$ cat src/rtl/load_store_unit.sv
// load_store_unit: single-access load/store engine with a req/ack data-memory port.
// Optional LSU_MISALIGN_TRAP_EN: trap misaligned half/word instead of force-aligning.
module load_store_unit #(
  parameter int unsigned ACK_TIMEOUT = 255
) (
  input  logic        clk,
  input  logic        rst,
  input  logic        Start,
  input  logic        MemWrite,
  input  logic [2:0]  Funct3,
  input  logic [31:0] Base,
  input  logic [31:0] Imm_Ext,
  input  logic [31:0] WD,
  output logic        Busy,
  output logic        Done,
  output logic        Err,
  output logic        Misaligned,
  output logic [31:0] RD,
  output logic        Mem_Req,
  input  logic        Mem_Ack,
  output logic        Mem_WE,
  output logic [3:0]  Mem_BE,
  output logic [31:0] Mem_Addr,
  output logic [31:0] Mem_WD,
  input  logic [31:0] Mem_RD
);

  typedef enum logic [1:0] {
    IDLE,
    REQ,
    DONE
  } state_t;

  typedef enum logic [1:0] {
    SZ_B,
    SZ_H,
    SZ_W
  } size_t;

  localparam int CW =
    (ACK_TIMEOUT > 1) ? $clog2(ACK_TIMEOUT) : 1;
  localparam logic [CW-1:0] LIMIT =
    CW'(ACK_TIMEOUT - 1);

  state_t        state;
  size_t         lat_size;
  logic          lat_sign;
  logic          lat_load;
  logic [1:0]    lat_off;
  logic [CW-1:0] cnt;

  logic [31:0] ea;
  size_t       f_size;
  logic        f_sign;
  logic [1:0]  f_off;
  logic [3:0]  f_be;
  logic [31:0] f_wd;
  logic        trap;

  assign ea = Base + Imm_Ext;

  // Undefined encodings, and unsigned codes on stores, fall back to word.
  always_comb begin
    f_size = SZ_W;
    f_sign = 1'b0;
    case (Funct3)
      3'b000: begin
        f_size = SZ_B;
        f_sign = 1'b1;
      end
      3'b001: begin
        f_size = SZ_H;
        f_sign = 1'b1;
      end
      3'b100: begin
        if (!MemWrite) f_size = SZ_B;
      end
      3'b101: begin
        if (!MemWrite) f_size = SZ_H;
      end
      default: ;
    endcase
  end

  always_comb begin
    f_off = 2'b00;
    f_be  = 4'b1111;
    f_wd  = WD;
    unique case (1'b1)
      f_size == SZ_B: begin
        f_off = ea[1:0];
        f_be  = 4'b0001 << ea[1:0];
        f_wd  = {4{WD[7:0]}};
      end
      f_size == SZ_H: begin
        f_off = {ea[1], 1'b0};
        f_be  = 4'b0011 << {ea[1], 1'b0};
        f_wd  = {2{WD[15:0]}};
      end
      default: ;
    endcase
  end

`ifdef LSU_MISALIGN_TRAP_EN
  assign trap = (f_size == SZ_H && ea[0]) ||
                (f_size == SZ_W && ea[1:0] != 2'b00);
`else
  assign trap = 1'b0;
`endif

  logic [7:0]  rd_b;
  logic [15:0] rd_h;
  logic [31:0] ld_val;

  always_comb begin
    case (lat_off)
      2'd0:    rd_b = Mem_RD[7:0];
      2'd1:    rd_b = Mem_RD[15:8];
      2'd2:    rd_b = Mem_RD[23:16];
      default: rd_b = Mem_RD[31:24];
    endcase
    rd_h   = lat_off[1] ? Mem_RD[31:16] : Mem_RD[15:0];
    ld_val = Mem_RD;
    unique case (1'b1)
      lat_size == SZ_B:
        ld_val = {{24{lat_sign & rd_b[7]}}, rd_b};
      lat_size == SZ_H:
        ld_val = {{16{lat_sign & rd_h[15]}}, rd_h};
      default: ;
    endcase
  end

  always_ff @(posedge clk) begin
    if (!rst) begin
      state      <= IDLE;
      Busy       <= 1'b0;
      Done       <= 1'b0;
      Err        <= 1'b0;
      Misaligned <= 1'b0;
      RD         <= '0;
      Mem_Req    <= 1'b0;
      Mem_WE     <= 1'b0;
      Mem_BE     <= '0;
      Mem_Addr   <= '0;
      Mem_WD     <= '0;
      lat_size   <= SZ_W;
      lat_sign   <= 1'b0;
      lat_load   <= 1'b0;
      lat_off    <= '0;
      cnt        <= '0;
    end else begin
      Done       <= 1'b0;
      Err        <= 1'b0;
      Misaligned <= 1'b0;
      unique case (state)
        IDLE, DONE: begin
          state <= IDLE;
          Busy  <= 1'b0;
          if (Start) begin
            if (trap) begin
              state      <= DONE;
              Done       <= 1'b1;
              Misaligned <= 1'b1;
            end else begin
              state    <= REQ;
              Busy     <= 1'b1;
              Mem_Req  <= 1'b1;
              Mem_WE   <= MemWrite;
              Mem_BE   <= f_be;
              Mem_Addr <= {ea[31:2], 2'b00};
              Mem_WD   <= f_wd;
              lat_size <= f_size;
              lat_sign <= f_sign;
              lat_load <= !MemWrite;
              lat_off  <= f_off;
              cnt      <= '0;
            end
          end
        end
        REQ: begin
          if (Mem_Ack) begin
            state   <= DONE;
            Busy    <= 1'b0;
            Done    <= 1'b1;
            Mem_Req <= 1'b0;
            if (lat_load) RD <= ld_val;
          end else if (cnt == LIMIT) begin
            state   <= DONE;
            Busy    <= 1'b0;
            Done    <= 1'b1;
            Err     <= 1'b1;
            Mem_Req <= 1'b0;
          end else begin
            cnt <= cnt + 1'b1;
          end
        end
        default: begin
          state   <= IDLE;
          Busy    <= 1'b0;
          Mem_Req <= 1'b0;
        end
      endcase
    end
  end

endmodule

$ cat config.mk
export PLATFORM = sky130hd
export DESIGN_NAME = load_store_unit
export DESIGN_NICKNAME = d
export VERILOG_FILES = /design/src/rtl/load_store_unit.sv
export SDC_FILE = /design/constraint.sdc
export NUM_CORES = 1
export LEC_CHECK = 0
export ABC_AREA = 1
export CORE_UTILIZATION = 50
export DETAILED_ROUTE_END_ITERATION = 16
export PLACE_DENSITY = 0.95
export SLEW_MARGIN = 20
export SYNTH_ARGS = -nofsm -noshare
export SYNTH_HDL_FRONTEND = slang
export SYNTH_SLANG_ARGS = --single-unit
export TNS_END_PERCENT = 50
$ cat constraint.sdc
create_clock -name clk -period 4.4 [get_ports clk]
set_input_delay 0.88 -clock clk [delete_from_list [all_inputs] [get_ports clk]]
set_output_delay 0.88 -clock clk [all_outputs]
set_load 0.02 [all_outputs]
==> summary.md, run 1 <==
| Metric | Value |
|---|---|
| Status | `completed` |
| Setup tns final | `0 ns` |
| Ranking of synthesized cells by area | `dfxtp_1, nand2_1, inv_1` |
| Critical path class | `input port to flip-flop` |
| CTS Hold Bufs | `0` |
| Post-place setup slack | `1.326 ns` |
| Minimum clock period after layout | `2.737 ns` |
| Worst Setup Start Kind | `input port` |
| Max cap viols | `0` |
| DR vias/cell | `5.417` |
| Worst VDD drop | `193.0 uV` |
| # nets final | `1567` |
| Clk network pwr share | `0.382` |
| I/O Buffers | `238` |
| Vias | `8629` |
| Sequential share of the synthesized area | `0.3158` |
| Total net switching power | `1.045 mW` |
| Area delta synth->final | `39.74%` |
| Slew Viols, Final | `0` |
| Clock sinks | `118` |
| H-Tree Level Count | `4` |
| Share of the synthesized area in the top cell type | `0.3158` |
| Initial Utilization | `0.5128` |
| Post-Route WL | `24470 um` |
| Diode count | `0` |
| Most frequent cell after synthesis | `nand2_1` |
| CTS Root Cell | `clkbuf_16` |
| Dominant synthesized flop cell | `dfxtp_1` |
| # IOs | `242` |
| Worst endpoint data arrival time | `3.03 ns` |
| Drt initial violations | `977` |
| Post-CTS resize count | `0` |
| Clock Skew | `0.009613 ns` |
| Worst-path fanout max | `4` |
| Number of global-route vias before repair | `8017` |
| Post-route ant nets | `0` |
| Post-Place Cell Area | `0.009911 mm^2` |
| Synth top cells by count | `nand2_1, inv_1, dfxtp_1` |
| Crit path cell chain | `clkdlybuf4s50_1 -> ha_1 -> inv_1 -> fa_1 -> inv_1 -> nand3_1 -> nand3_1 -> nand2_1 -> nand2_1 -> nand3_1 -> nand3_1 -> nand2_1 -> o21ai_1 -> inv_1` |
| Switching portion of total power | `0.3106` |
| Core area | `0.01459 mm^2` |
| Post-CTS Repair Setup Buffers | `0` |
| Mean Syn Cell Area | `6.367 um^2` |
| Req. time, crit path | `4.70 ns` |
| Final setup fails | `0` |
| Worst setup EP type | `flip-flop` |
| Final Cell Area | `0.01045 mm^2` |
| Initial antenna violation count | `0` |
| Num rows | `44` |
| CP bufs+invs | `4` |
| Final WS setup | `1.663 ns` |
| Avg WL per Cell | `15.36 um` |
| Unique masters post-synth | `48` |
| Gate Count Post-Synth | `1175` |
| Slew @ Worst Pin | `0.9777 ns` |
| Share of layout cells above drive strength 1 | `0.05323` |
| Logic pwr share | `0.262` |
| Mapped cell area | `0.007481 mm^2` |
| Power per cell area | `321.8 mW/mm^2` |
| Post-synth EDFFs | `0` |
| CTS Buf Count | `17` |
| Die span in x | `124.3 um` |
| Deepest clock path buffer count | `2` |
| Final worst path period share | `0.6220` |
| Die Ht | `124.3 um` |
| Hold Vio Cnt, Final | `0` |
| Die area | `0.01546 mm^2` |
| Yosys reg bits | `118` |
| Clock latency on the worst-skew pair | `0.41 ns` |
| Clock transition at the registers of the reported paths | `0.05 ns` |
| Cell mode on critical path | `nand3_1` |
| Leak | `5.091 nW` |
| Slew Limit Headroom | `0.3473` |
| Pin count of the biggest net entering global routing | `80` |
| Hold crit path type | `flip-flop to flip-flop` |
| YS warnings | `0` |
| GRT Residual Overflow | `0` |
| GR Util All Layers | `0.3126` |
| Top delay family on crit path | `buffers and inverters` |
| RSZ-0062 raised after global routing | `false` |
| Internal power | `2.319 mW` |
| Maximum clock rate | `365.4 MHz` |
| TritonRoute pass-1 iters | `5` |
| Placed wire-length estimate | `18410 um` |
| Post-synth top area cell | `dfxtp_1` |
| Largest stage delay on the critical path | `0.46 ns` |
| Final GP Congestion | `0.9525` |
| FILL cells | `1223` |
| Async S/R FF share, synth | `0` |
| CTS tree | `done` |
| First-pass GRT wire length | `39490 um` |
| Number of remaining DRC errors | `0` |
| Critical path's slowest cell | `clkdlybuf4s50_1` |
| Sequential share of power | `0.355` |
power groups by stage:
stage	Sequential, mW	Combinational [mW]	Clock, mW
after global placement	1.21	0.849	0
final	1.20	0.883	1.29
after CTS	1.19	0.872	1.29
after global routing	1.20	0.958	1.36
after detailed placement	1.21	0.864	0
after floorplan	1.27	0.423	0
stage by stage:
step                  util  hold slack [ns]  power [mW]  instances
global placement    0.6793           0.4329       2.061       1562
finish              0.7166           0.4490       3.364       1593
floorplan                -           0.4240       1.694       1177
detailed placement  0.6793           0.4373       2.077       1562
global route        0.7166           0.4721       3.515       1593
CTS                 0.7166           0.4484       3.357       1593
worst min-delay path, stage by stage, from the launching register on:
cell and delay [ns]:
dfxtp_1 0.30, inv_1 0.05, a21oi_1 0.05
kinds of logic (layout without fill, tap and decap cells):
group | after synthesis | after routing | synth area share
AOI/OAI and AO/OA | 234 | 234 | 0.1783
xor gates and xnor gates | 7 | 7 | 0.008196
adders and majority gates | 34 | 34 | 0.05787
buffers and inverters | 223 | 455 | 0.1218
DFF | 118 | 118 | 0.3158
muxes | 6 | 6 | 0.008028
other | 1 | 3 | 0.0005013
and+or+nand+nor | 552 | 552 | 0.3096
metal layers:
| layer | global-route usage | part of all wire | up-vias |
|---|---|---|---|
| met5 | 0 | 0 | - |
| met4 | 0.1063 | 0.026 | 0 |
| met3 | 0.06787 | 0.080 | 57 |
| met2 | 0.5213 | 0.47 | 419 |
| met1 | 0.3973 | 0.42 | 3930 |
| li1 | - | - | 4223 |
layout make-up:
class	instances	area, um^2	share of cell area
Timing Repair Buffer	243	2415	0.2310
Multi-Input combinational cell	836	4223	0.4039
Clock inverter	9	78.83	0.007540
Clock buffer	22	464.2	0.04440
Sequential cell	118	2362	0.2260
Inverter	181	680.7	0.06511
Tap cell	184	230.2	0.02202
sequential cells by signal, indices dropped and copies added (netlist names):
name / cells
Busy: 1
Done: 1
Err: 1
Mem_Addr: 30
Mem_BE: 4
Mem_Req: 1
Mem_WD: 32
Mem_WE: 1
RD: 32
cnt: 8
lat_load: 1
lat_off: 2
lat_sign: 1
lat_size: 2
state: 1
worst paths after layout:
kind         cells after the start  slack, ns        start           end
max                             14       1.66      Base[0]  Mem_Addr[16]
min                              2       0.45       cnt[4]        cnt[4]
max reg2reg                      6       2.09  lat_size[1]         RD[5]
min reg2reg                      2       0.45       cnt[4]        cnt[4]
cells in the final DEF (no fill, tap or decap), types with 9 or more instances in the layout:
cell,instances
inv_1,169
nand3_1,72
ha_1,33
a21o_1,17
inv_2,10
clkbuf_16,17
a21oi_1,72
or2_2,9
a31oi_1,21
o21ai_0,91
o21ai_1,10
clkdlybuf4s50_1,237
dfxtp_1,118
nand2_1,376
nor2_1,62
Note: power is estimated with default switching activity, not from simulation.
==> inputs of run 2 (changes only) <==
--- a/config.mk
+++ b/config.mk
@@ -6,9 +6,9 @@
 export NUM_CORES = 1
 export LEC_CHECK = 0
 export ABC_AREA = 1
-export CORE_UTILIZATION = 50
+export CORE_UTILIZATION = 47
 export DETAILED_ROUTE_END_ITERATION = 16
-export PLACE_DENSITY = 0.95
+export PLACE_DENSITY = 0.9
 export SLEW_MARGIN = 20
 export SYNTH_ARGS = -nofsm -noshare
 export SYNTH_HDL_FRONTEND = slang
==> constraint.sdc (replaced) <==
create_clock -name clk -period 2.6 [get_ports clk]
set_input_delay 0.52 -clock clk [delete_from_list [all_inputs] [get_ports clk]]
set_output_delay 0.52 -clock clk [all_outputs]
set_load 0.02 [all_outputs]
==> summary.md, run 2 (synthesized netlist as in run 1, its figures left out) <==
| Metric | Value |
|---|---|
| Core area | `0.01537 mm^2` |
| First-pass GRT wire length | `38230 um` |
| Post-route ant nets | `0` |
| CTS Hold Bufs | `0` |
| Post-Route WL | `24080 um` |
| CP bufs+invs | `4` |
| GRT Residual Overflow | `0` |
| Area delta synth->final | `42.32%` |
| Cell mode on critical path | `nand3_1` |
| Slew Viols, Final | `0` |
| Pin count of the biggest net entering global routing | `80` |
| Die Ht | `128.2 um` |
| Initial antenna violation count | `0` |
| TritonRoute pass-1 iters | `6` |
| Post-CTS Repair Setup Buffers | `0` |
| Slew Limit Headroom | `0.4779` |
| Initial Utilization | `0.4867` |
| Clock sinks | `118` |
| Leak | `5.177 nW` |
| Worst-path fanout max | `3` |
| Avg WL per Cell | `14.74 um` |
| Critical path's slowest cell | `clkdlybuf4s50_1` |
| Post-CTS resize count | `0` |
| Worst endpoint data arrival time | `2.57 ns` |
| Setup tns final | `0 ns` |
| CTS tree | `done` |
| Worst Setup Start Kind | `input port` |
| Num rows | `45` |
| Finished Layout Cells | `1633` |
| Clock latency on the worst-skew pair | `0.42 ns` |
| CP Launch Point | `Base[0]` |
| Top flop regs | `Mem_WD: 32 flops, RD: 32 flops, Mem_Addr: 30 flops` |
| DR vias/cell | `5.260` |
| Logic pwr share | `0.256` |
| Deepest clock path buffer count | `2` |
| Number of remaining DRC errors | `0` |
| Drt initial violations | `732` |
| Req. time, crit path | `2.91 ns` |
| # IOs | `242` |
| Switching portion of total power | `0.3087` |
| Critical path class | `input port to flip-flop` |
| Hold Vio Cnt, Final | `0` |
| Top delay family on crit path | `simple AND/OR/NAND/NOR gates` |
| Die area | `0.01643 mm^2` |
| Diode count | `0` |
| Post-place setup slack | `-0.02353 ns` |
| Power per cell area | `558.0 mW/mm^2` |
| Final worst path period share | `0.8666` |
| Most frequent cells in the layout | `nand2_1, clkdlybuf4s50_1, inv_1` |
| Fin util | `0.6926` |
| Final WS setup | `0.3468 ns` |
| Clock transition at the registers of the reported paths | `0.06 ns` |
| CTS Root Cell | `clkbuf_16` |
| RSZ-0062 raised after global routing | `false` |
| Minimum clock period after layout | `2.253 ns` |
| Crit path cell chain | `clkdlybuf4s50_1 -> ha_1 -> inv_1 -> fa_1 -> inv_1 -> nand3_1 -> nand3_1 -> nand3_1 -> nand3_1 -> nand2_1 -> nand3_1 -> nand3_1 -> nand2_1 -> inv_1` |
| Clock Skew | `0.009133 ns` |
| Number of global-route vias before repair | `7894` |
| Hold Path Origin | `Mem_WD[3]` |
| CTS Buf Count | `17` |
| Sequential share of power | `0.337` |
| Share of layout cells above drive strength 1 | `0.06329` |
| Internal power | `4.107 mW` |
| Final setup fails | `0` |
| RR Startpoint | `lat_size[1]` |
| Clk network pwr share | `0.407` |
| # nets final | `1579` |
| Max cap viols | `0` |
| Hold crit path type | `flip-flop to flip-flop` |
| Die span in x | `128.2 um` |
| Worst setup EP type | `flip-flop` |
| FF/Latch Area | `0.002362 mm^2` |
| Worst VDD drop | `595.4 uV` |
| Vias | `8589` |
| Slew @ Worst Pin | `0.7832 ns` |
| Largest stage delay on the critical path | `0.46 ns` |
| Total net switching power | `1.834 mW` |
| Hold_ws | `0.4497 ns` |
| H-Tree Level Count | `4` |
| Final GP Congestion | `0.9212` |
| DP Cell Count | `1601` |
| Multi-input logic area | `0.004218 mm^2` |
| Placed wire-length estimate | `18210 um` |
| I/O Buffers | `238` |
| GR Util All Layers | `0.2912` |
| Status | `completed` |
| Maximum clock rate | `443.8 MHz` |
| Commonest non-fill, non-tap cell in the layout | `nand2_1` |
| FILL cells | `1283` |
[run 2: cell types whose count changed in the layout (fill, tap and decap cells not counted), sizes merged]
| cell | change |
|---|---|
| buf | +12 |
| clkbuf | -4 |
| inv | +3 |
| bufinv | +2 |
| clkinv | -1 |
| clkinvlp | +1 |
[run 2: final timing paths]
check,end,slack [ns],depth (start not counted)
worst min register to register,Mem_WD[3],0.45,2
worst max register to register,RD[5],0.87,6
worst max-delay path,Mem_Addr[28],0.35,14
worst min-delay path,Mem_WD[3],0.45,2
[run 2: final cells by class]
| class | instances | area share |
|---|---|---|
| clock inverter | 14 | 0.01645 |
| timing repair buffer | 255 | 0.2365 |
| tap | 211 | 0.02480 |
| inverter | 181 | 0.06393 |
| multi-input combinational | 836 | 0.3962 |
| clock buffer | 18 | 0.04031 |
| sequential | 118 | 0.2219 |
[run 2: metal layers]
metal / global-route usage / routed length (um) / part of all wire
met1: 0.3674 / 10230 / 0.43
met2: 0.4827 / 11230 / 0.47
met3: 0.06427 / 1951 / 0.081
met4: 0.1135 / 662 / 0.027
met5: 0 / 0 / 0
[run 2: power by group through the flow]
stage	Combinational, mW	Clock, mW	Sequential, mW
floorplan	0.716	0	2.15
detailed placement	1.50	0	2.03
global route	1.66	2.54	2.01
global placement	1.47	0	2.03
CTS	1.51	2.43	2.00
finish	1.52	2.42	2.00
[run 2: worst min-delay path, cell delays in order, from the launching register on]
cell and delay, ns:
dfxtp_1 0.31, nand2_1 0.06, nand2_1 0.04
[run 2: stage by stage]
stage                     power (mW)  cell area, um^2
final                          5.940            10650
after global routing           6.213            10650
after CTS                      5.939            10650
after detailed placement       3.531            10040
after global placement         3.506            10040
after floorplan                2.867             7488
